**config.mk**
```make
export PLATFORM = sky130hd
export DESIGN_NAME = branch_predict_table
export DESIGN_NICKNAME = d
export VERILOG_FILES = /design/src/rtl/branch_predict_table.sv
export SDC_FILE = /design/constraint.sdc
export NUM_CORES = 1
export LEC_CHECK = 0
export ABC_AREA = 1
export ABC_CLOCK_PERIOD_IN_PS = 7000
export BUFFER_PORTS_ARGS = -buffer_cell sky130_fd_sc_hd__clkbuf_2
export CAP_MARGIN = 20
export CORE_MARGIN = 2
export CORE_UTILIZATION = 45
export CTS_CLUSTER_DIAMETER = 120
export DETAILED_ROUTE_END_ITERATION = 10
export GPL_ROUTABILITY_DRIVEN = 0
export PLACE_DENSITY = 0.72
export SYNTH_ARGS = -nofsm -noshare
export SYNTH_HDL_FRONTEND = slang
export SYNTH_SLANG_ARGS = --single-unit
```
**constraint.sdc**
```tcl
create_clock -name clk -period 7 [get_ports clk]
set_input_delay 1.4 -clock clk [delete_from_list [all_inputs] [get_ports clk]]
set_output_delay 1.4 -clock clk [all_outputs]
set_load 0.02 [all_outputs]
```
**src/rtl/branch_predict_table.sv**
```systemverilog
// branch_predict_table
// Direction predictor for the fetch stage: a table of saturating counters
// indexed by PC, optionally XORed with a global branch history (gshare).
// IF looks up a prediction every cycle; EX trains the table with resolved
// outcomes and repairs the speculative history after a mispredict.
// Saturating statistics counters track resolved branches and mispredicts.

module branch_predict_table #(
    parameter int PC_WIDTH   = 32,
    parameter int INDEX_BITS = 6,
    parameter int CTR_BITS   = 2,
    parameter int GHR_BITS   = 4,
    parameter int STAT_WIDTH = 32,
    localparam int GHR_W     = (GHR_BITS > 0) ? GHR_BITS : 1
) (
    input  logic                  clk,
    input  logic                  reset,

    input  logic                  pred_valid,
    input  logic [PC_WIDTH-1:0]   pred_pc,
    output logic                  pred_taken,
    output logic [GHR_W-1:0]      pred_ghr,

    input  logic                  upd_valid,
    input  logic [PC_WIDTH-1:0]   upd_pc,
    input  logic [GHR_W-1:0]      upd_ghr,
    input  logic                  upd_taken,
    input  logic                  upd_mispredict,

    output logic [STAT_WIDTH-1:0] stat_branches,
    output logic [STAT_WIDTH-1:0] stat_mispredicts
);

    localparam int ENTRIES = 1 << INDEX_BITS;

    // Weakly-not-taken: MSB clear, all lower bits set (01 for 2-bit counters).
    localparam logic [CTR_BITS-1:0] CTR_WNT = CTR_BITS'((1 << (CTR_BITS - 1)) - 1);
    localparam logic [CTR_BITS-1:0] CTR_MAX = {CTR_BITS{1'b1}};
    localparam logic [CTR_BITS-1:0] CTR_MIN = {CTR_BITS{1'b0}};
    localparam logic [CTR_BITS-1:0] CTR_ONE = CTR_BITS'(1);

    localparam logic [STAT_WIDTH-1:0] STAT_MAX = {STAT_WIDTH{1'b1}};
    localparam logic [STAT_WIDTH-1:0] STAT_ONE = STAT_WIDTH'(1);

    // ------------------------------------------------------------------
    // State
    // ------------------------------------------------------------------
    logic [CTR_BITS-1:0]   counters [ENTRIES];
    logic [GHR_W-1:0]      ghr;

    // ------------------------------------------------------------------
    // Derived signals
    // ------------------------------------------------------------------
    logic [INDEX_BITS-1:0] pred_idx;
    logic [INDEX_BITS-1:0] upd_idx;
    logic [CTR_BITS-1:0]   upd_old;
    logic [CTR_BITS-1:0]   upd_new;
    logic                  recover;
    logic [GHR_W-1:0]      ghr_next;
    logic [STAT_WIDTH-1:0] branches_next;
    logic [STAT_WIDTH-1:0] mispredicts_next;

    // Only the word-aligned index bits of the PC reach the table; the rest
    // of the PC is deliberately ignored (aliasing is accepted).
    logic unused_pc_bits;
    assign unused_pc_bits = ^{pred_pc[PC_WIDTH-1:INDEX_BITS+2], pred_pc[1:0],
                              upd_pc[PC_WIDTH-1:INDEX_BITS+2],  upd_pc[1:0],
                              upd_ghr};

    // Zero-extends the live history bits to index width. With no history
    // configured this yields all zeros and the table is purely bimodal.
    function automatic logic [INDEX_BITS-1:0] hist_bits(input logic [GHR_W-1:0] h);
        logic [INDEX_BITS-1:0] x;
        x = '0;
        for (int i = 0; i < GHR_BITS; i++) begin
            x[i] = h[i];
        end
        return x;
    endfunction

    // Table index: PC word index XORed with the history.
    function automatic logic [INDEX_BITS-1:0] table_index(input logic [PC_WIDTH-1:0] pc,
                                                          input logic [GHR_W-1:0]    h);
        return pc[INDEX_BITS+1:2] ^ hist_bits(h);
    endfunction

    // Shifts one outcome into the history LSB, dropping the oldest bit.
    // Written as a loop so a one-bit history needs no special case.
    function automatic logic [GHR_W-1:0] shift_in(input logic [GHR_W-1:0] h,
                                                  input logic             b);
        logic [GHR_W-1:0] s;
        s    = '0;
        s[0] = b;
        for (int i = 1; i < GHR_W; i++) begin
            s[i] = h[i-1];
        end
        return s;
    endfunction

    // Lookup path: zero latency and independent of pred_valid, so fetch can
    // use the prediction in the same cycle it presents the PC.
    always_comb begin
        pred_idx   = table_index(pred_pc, ghr);
        pred_taken = counters[pred_idx][CTR_BITS-1];
        pred_ghr   = ghr;
    end

    // Training path: saturating step of the entry addressed by the history
    // that was live when the branch was predicted, not the current one.
    always_comb begin
        upd_idx = table_index(upd_pc, upd_ghr);
        upd_old = counters[upd_idx];
        upd_new = upd_old;
        if (upd_taken) begin
            if (upd_old != CTR_MAX) begin
                upd_new = upd_old + CTR_ONE;
            end
        end else begin
            if (upd_old != CTR_MIN) begin
                upd_new = upd_old - CTR_ONE;
            end
        end
    end

    // History next-state: mispredict repair outranks the speculative shift,
    // because the fetch that would have shifted is being squashed.
    always_comb begin
        recover  = upd_valid & upd_mispredict;
        ghr_next = ghr;
        if (GHR_BITS == 0) begin
            ghr_next = '0;
        end else if (recover) begin
            ghr_next = shift_in(upd_ghr, upd_taken);
        end else if (pred_valid) begin
            ghr_next = shift_in(ghr, pred_taken);
        end
    end

    // Statistics next-state: increment but stick at all-ones.
    always_comb begin
        branches_next    = stat_branches;
        mispredicts_next = stat_mispredicts;
        if (upd_valid && (stat_branches != STAT_MAX)) begin
            branches_next = stat_branches + STAT_ONE;
        end
        if (recover && (stat_mispredicts != STAT_MAX)) begin
            mispredicts_next = stat_mispredicts + STAT_ONE;
        end
    end

    // Counter table: all entries weakly-not-taken on reset, one write per
    // resolved branch; a same-cycle lookup sees the old value.
    always_ff @(posedge clk or posedge reset) begin
        if (reset) begin
            for (int i = 0; i < ENTRIES; i++) begin
                counters[i] <= CTR_WNT;
            end
        end else if (upd_valid) begin
            counters[upd_idx] <= upd_new;
        end
    end

    // Global history register.
    always_ff @(posedge clk or posedge reset) begin
        if (reset) begin
            ghr <= '0;
        end else begin
            ghr <= ghr_next;
        end
    end

    // Statistics registers.
    always_ff @(posedge clk or posedge reset) begin
        if (reset) begin
            stat_branches    <= '0;
            stat_mispredicts <= '0;
        end else begin
            stat_branches    <= branches_next;
            stat_mispredicts <= mispredicts_next;
        end
    end

endmodule

```
==> flow_metrics.py, run 1 <==
metrics = {
    "route": {
        "antenna_left": 0,
        "drt_iter0_drc": 982,
        "drt_wl_total_um": 32500,
        "route.detailed.drc": 0,
        "drt-vias-per-instance": 5.28,
        "firstDrtPassIters": 8,
        "vias": 11000,
        "wl_per_cell_um": 15.6,
    },
    "timing": {
        "max_freq_mhz": 208,
        "fin_crit_sh_pct": 68.8,
        "slew_headroom_pct": 41.2,
        "post-route-min-period_ps": 4820,
        "worst_slew_pin_slew_ps": 881,
        "finalSetupTns_ps": 0,
        "finClkSkew_ps": 23.1,
        "finalSetupViolations": 0,
        "hold_viol": 0,
        "slew_viol_final": 0,
        "rsz0062_at_grt": "no",
    },
    "cts": {
        "htreeDepth": 4,
        "cts_max_path_buffers": 2,
        "clk_pin_slew_ps": 80,
        "cts_resized": 0,
        "ctsHoldBuffers": 0,
        "cts_tree": "built",
        "cts_sinks": 196,
        "root_buffer": "clkbuf_16",
        "cts_buffers": 17,
        "clk_latency_ps": 460,
        "post_cts_buffers": 0,
    },
    "power": {
        "p_seq_share_pct": 44.1,
        "switching_power_mw": 1.31,
        "p_int_mw": 2.27,
        "p_leak_nw": 6.46,
        "p_per_area_mw_per_mm2": 276,
        "ir_worst_vdd_mv": 0.163,
        "clockPowerShare_pct": 29.7,
        "swShare_pct": 36.7,
        "comb_power_share_pct": 26.2,
        "total_power_mw": 3.58,
    },
    "synth": {
        "synthMuxAreaShare_pct": 0,
        "synth_seq_cells": 196,
        "avgSynthCellArea_um2": 6.93,
        "netlist_instances": 1681,
        "yosysMostFrequentCell": "nand2_1",
        "synth_top_family_by_area": "simple AND/OR/NAND/NOR gates",
        "synth_edf_count": 0,
        "ys_warn_count": 0,
        "synth_compound_area_share_pct": 2.45,
        "synthTopCellsByCount": "616 x nand2_1, 259 x inv_1, 236 x nand3_1, 132 x dfrtp_1, 128 x nor2_1",
        "synthFlopType": "dfrtp_1",
        "yosys.area_share.simple_pct": 38.1,
        "synthesis.area_mm2": 0.0117,
        "async_flop_share_pct": 100,
        "yosysSeqAreaShare_pct": 42.8,
        "synthAdderAreaFrac_pct": 0.215,
        "synth.distinct_cells": 27,
        "synth_top_area_share_pct": 28.3,
        "synth_xor_area_share_pct": 5.09,
        "synthTopCellsByArea": "dfrtp_1 28%, nand2_1 20%, dfstp_2 14%",
        "syn_nets": 1757,
        "yosys.area.top_type": "dfrtp_1",
    },
    "global_routing": {
        "grt_overflow_total": 0,
        "grt.total_usage_pct": 24.7,
        "grt_pass1_vias": 10500,
        "grt_first_pass_wirelength_um": 52700,
        "grt_antenna_before_repair": 0,
        "grt_start_max_net_pins": 148,
    },
    "setup_path": {
        "crit_path_start_kind": "input port",
        "end_kind": "primary output",
        "r2r_slack_ps": 4230,
        "cp.required_ps": 5600,
        "crit_fanout": 17,
        "crit_arrival_ps": 3420,
        "crit_type": "in -> out",
    },
    "floorplan": {
        "die-height_um": 165,
        "die_x_um": 165,
        "pin_count": 143,
        "core_mm2": 0.0253,
        "num_rows": 58,
        "initial_core_util_pct": 46.0,
        "die_area_mm2": 0.0272,
    },
    "final_layout": {
        "n_antenna_cell": 0,
        "nets": 1820,
        "area_growth_pct": 11.4,
        "drive_above_1_share_pct": 12.0,
    },
    "hold_path": {
        "hold_path.class": "reg -> reg",
    },
    "run": {
        "maxCapViolCount": 0,
    },
    "placed_design": {
        "dp_hpwl_um": 21000,
        "io_buffers": 90,
    },
    "status": {
        "outcome": "finished clean",
    },
}
[per-stage QoR]
step                instance area [um2]  std cells  hold slack, ps  worst slack (ps)  utilization [%]
global route                      13000       2087             481              2050             51.2
floorplan                         11700       1681             447               365                -
global placement                  12300       2052             453              2040             48.5
finish                            13000       2087             467              2180             51.2
detailed placement                12300       2053             454              2040             48.5
CTS                               12900       2085             468              2020             51.0
[cell type report]
class | instances | area, um2
Timing Repair Buffer | 102 | 588
Multi-Input combinational cell | 1168 | 5380
Clock buffer | 17 | 425
Tap cell | 330 | 413
Clock inverter | 15 | 209
Fill cell | 2437 | 12300
Sequential cell | 196 | 4980
Inverter | 259 | 980
[worst max-delay path, stage by stage]
cell and delay (ps):
clkbuf_2 90, xnor2_1 110, buf_4 230, inv_1 570, o211ai_1 190, nand3_1 160, nand3_1 120, nand3_1 100
nand3b_1 80, nand2_1 160, clkbuf_2 210
[metal layers]
metal	share of wire, %	track usage [%]
met5	0	0
met4	3.3	11.5
met3	8.1	4.34
met2	46	40.5
met1	43	32.0
[power groups by stage]
| stage | sequential, mW | combinational, mW | clock, mW |
|---|---|---|---|
| floorplan | 1.60 | 0.651 | 0 |
| global placement | 1.59 | 0.899 | 0 |
| detailed placement | 1.59 | 0.920 | 0 |
| CTS | 1.58 | 0.926 | 1.08 |
| global route | 1.61 | 1.05 | 1.12 |
| finish | 1.58 | 0.938 | 1.06 |
[cell usage in the layout (no fill, tap or decap), types with 2 or more instances in the layout]
cell | synthesis | layout
nand3_1 | 236 | 235
ha_1 | 2 | 2
buf_16 | 0 | 2
dfstp_2 | 64 | 64
xor2_1 | 39 | 39
nand4_1 | 20 | 20
inv_1 | 259 | 258
xnor2_1 | 25 | 24
clkinv_4 | 0 | 2
o21ai_0 | 3 | 3
bufinv_16 | 0 | 2
nand2_4 | 2 | 2
clkbuf_2 | 0 | 90
nor3_1 | 44 | 44
nand3b_1 | 4 | 4
o211ai_1 | 35 | 35
buf_4 | 13 | 9
nand2_2 | 4 | 4
inv_8 | 0 | 6
clkbuf_16 | 0 | 17
dfrtp_1 | 132 | 132
nand2_1 | 616 | 616
inv_6 | 0 | 3
nor2_1 | 128 | 128
nor4_1 | 5 | 5
clkinv_8 | 0 | 3
[final timing paths]
kind	from	to	cells past startpoint
min in group asynchronous	reset	stat_branches[27]	2
worst min register to register	counters[6]	counters[6]	2
worst min-delay path	counters[6]	counters[6]	2
worst max-delay path	pred_pc[3]	pred_taken	11
worst max register to register	stat_mispredicts[0]	stat_mispredicts[21]	11
max in group asynchronous	reset	counters[45]	4
[sequential cells by signal (all words and copies together), names as in the netlist]
name and flops:
stat_branches 32, pred_ghr 4, counters 128, stat_mispredicts 32
[logic make-up (layout without fill, tap and decap cells)]
logic type	count (synthesis)	count (layout)
AOI/OAI and AO/OA	39	39
DFF	196	196
xor gates and xnor gates	66	66
adders and majority gates	2	2
buffers and inverters	317	393
and+or+nand+nor	1061	1061
No activity file was read; power rests on OpenSTA's default activity.
==> run 2, diff against run 1 <==
--- a/config.mk
+++ b/config.mk
@@ -6,7 +6,7 @@
 export NUM_CORES = 1
 export LEC_CHECK = 0
 export ABC_AREA = 1
-export ABC_CLOCK_PERIOD_IN_PS = 7000
+export ABC_CLOCK_PERIOD_IN_PS = 4240
 export BUFFER_PORTS_ARGS = -buffer_cell sky130_fd_sc_hd__clkbuf_2
 export CAP_MARGIN = 20
 export CORE_MARGIN = 2
==> constraint.sdc (replaced) <==
create_clock -name clk -period 4.24 [get_ports clk]
set_input_delay 0.848 -clock clk [delete_from_list [all_inputs] [get_ports clk]]
set_output_delay 0.848 -clock clk [all_outputs]
set_load 0.02 [all_outputs]
==> flow_metrics.py, run 2 (synthesis gave the netlist of run 1 again) <==
metrics = {
    "status": {
        "outcome": "finished clean",
    },
    "cts": {
        "root_buffer": "clkbuf_16",
        "cts_sinks": 196,
        "htreeDepth": 4,
        "cts_resized": 0,
        "clk_latency_ps": 450,
        "cts_max_path_buffers": 2,
        "clk_pin_slew_ps": 80,
        "post_cts_buffers": 0,
        "ctsHoldBuffers": 0,
        "cts_buffers": 17,
        "cts_tree": "built",
    },
    "floorplan": {
        "num_rows": 58,
        "pin_count": 143,
        "die_area_mm2": 0.0272,
        "core_mm2": 0.0253,
        "die_x_um": 165,
        "die-height_um": 165,
        "initial_core_util_pct": 46.0,
    },
    "power": {
        "clockPowerShare_pct": 28.6,
        "switching_power_mw": 2.21,
        "p_leak_nw": 6.51,
        "total_power_mw": 5.90,
        "p_per_area_mw_per_mm2": 451,
        "comb_power_share_pct": 27.3,
        "p_int_mw": 3.68,
        "ir_worst_vdd_mv": 0.253,
        "p_seq_share_pct": 44.2,
        "swShare_pct": 37.5,
    },
    "route": {
        "drt_iter0_drc": 942,
        "drt_wl_total_um": 33300,
        "wl_per_cell_um": 15.8,
        "antenna_left": 0,
        "route.detailed.drc": 0,
        "vias": 11100,
        "firstDrtPassIters": 5,
        "drt-vias-per-instance": 5.27,
    },
    "final_layout": {
        "regMostFlops": "counters",
        "multi_input_area_mm2": 0.00538,
        "seq_area_mm2": 0.00498,
        "nets": 1834,
        "largest_reg_flops": 128,
        "drive_above_1_share_pct": 12.7,
        "reg_top3": "counters x128, stat_branches x32, stat_mispredicts x32",
        "area_growth_pct": 12.2,
        "layout_common_cells": "616 x nand2_1, 258 x inv_1, 235 x nand3_1",
        "n_antenna_cell": 0,
        "final_common_cell": "nand2_1",
        "fillers": 2446,
    },
    "setup_path": {
        "crit_path_start_kind": "flop",
        "slowest_delay_ps": 560,
        "cp_cell_sequence": "inv_1 -> nand2_1 -> nand2_1 -> buf_12 -> o211ai_1 -> nand3_1 -> nand3_1 -> nand3_1 -> nand3_1 -> nand2_1 -> clkbuf_2",
        "end_kind": "primary output",
        "crit_top_cell": "nand3_1",
        "crit_arrival_ps": 2790,
        "crit_fanout": 22,
        "crit_type": "reg -> out",
        "cpMaxStageDelayCell": "dfrtp_1",
        "cp.required_ps": 3390,
    },
    "timing": {
        "finalSetupTns_ps": 0,
        "finalSetupViolations": 0,
        "max_freq_mhz": 275,
        "slew_viol_final": 0,
        "post-route-min-period_ps": 3640,
        "finClkSkew_ps": 17.5,
        "hold_viol": 0,
        "fin_crit_sh_pct": 85.8,
        "slew_headroom_pct": 40.0,
        "worst_slew_pin_slew_ps": 899,
        "rsz0062_at_grt": "no",
    },
    "global_routing": {
        "grt_antenna_before_repair": 0,
        "grt.total_usage_pct": 25.6,
        "grt_start_max_net_pins": 71,
        "grt_first_pass_wirelength_um": 54500,
        "grt_overflow_total": 0,
        "grt_pass1_vias": 10700,
    },
    "placed_design": {
        "dp_hpwl_um": 22100,
        "io_buffers": 90,
    },
    "hold_path": {
        "hold_path.class": "reg -> reg",
    },
    "run": {
        "maxCapViolCount": 0,
    },
}
-- run 2: layout make-up --
type	count	area share, %
clock buffers	18	3.36
clock inverters	14	1.34
inverters	259	7.46
multi-input cells	1168	41.1
flip-flops and latches	196	38.1
well taps	330	3.16
repair buffers	116	5.42
-- run 2: worst paths after layout --
check	start	endpoint	slack (ps)	cells past startpoint
max	pred_ghr[0]	pred_taken	600	11
max in group asynchronous	reset	counters[112]	2660	3
min	counters[96]	counters[96]	470	2
min in group asynchronous	reset	stat_branches[23]	550	2
max reg2reg	stat_branches[1]	stat_branches[28]	1590	12
min reg2reg	counters[96]	counters[96]	470	2
-- run 2: layer usage --
layer | track usage [%] | share of wire (%)
met5 | 0 | 0
met4 | 9.01 | 3.2
met3 | 5.35 | 9.2
met2 | 42.7 | 46
met1 | 32.9 | 41
-- run 2: per-stage QoR --
step | cells | setup WS (ps) | hold WS (ps) | utilization [%] | area, um2
2_1_floorplan | 1681 | 912 | 447 | - | 11700
3_3_place_gp | 2069 | 603 | 453 | 49.2 | 12500
3_5_place_dp | 2069 | 537 | 455 | 49.2 | 12500
4_1_cts | 2101 | 644 | 469 | 51.6 | 13100
5_1_grt | 2101 | 413 | 479 | 51.6 | 13100
6_report | 2101 | 602 | 467 | 51.6 | 13100
-- run 2: critical path, delay by kind of cell, from the launching register on --
kind                   cells  cell delay (ps)
AOI/OAI and AO/OA          1              200
buffers and inverters      3              600
DFF                        1              560
and+or+nand+nor            7              990
-- run 2: power groups by stage --
stage / Clock [mW] / Sequential, mW / Combinational, mW
2_1_floorplan: 0 / 2.64 / 1.08
6_report: 1.68 / 2.60 / 1.61
3_3_place_gp: 0 / 2.62 / 1.55
3_5_place_dp: 0 / 2.63 / 1.58
5_1_grt: 1.79 / 2.65 / 1.79
4_1_cts: 1.71 / 2.60 / 1.60
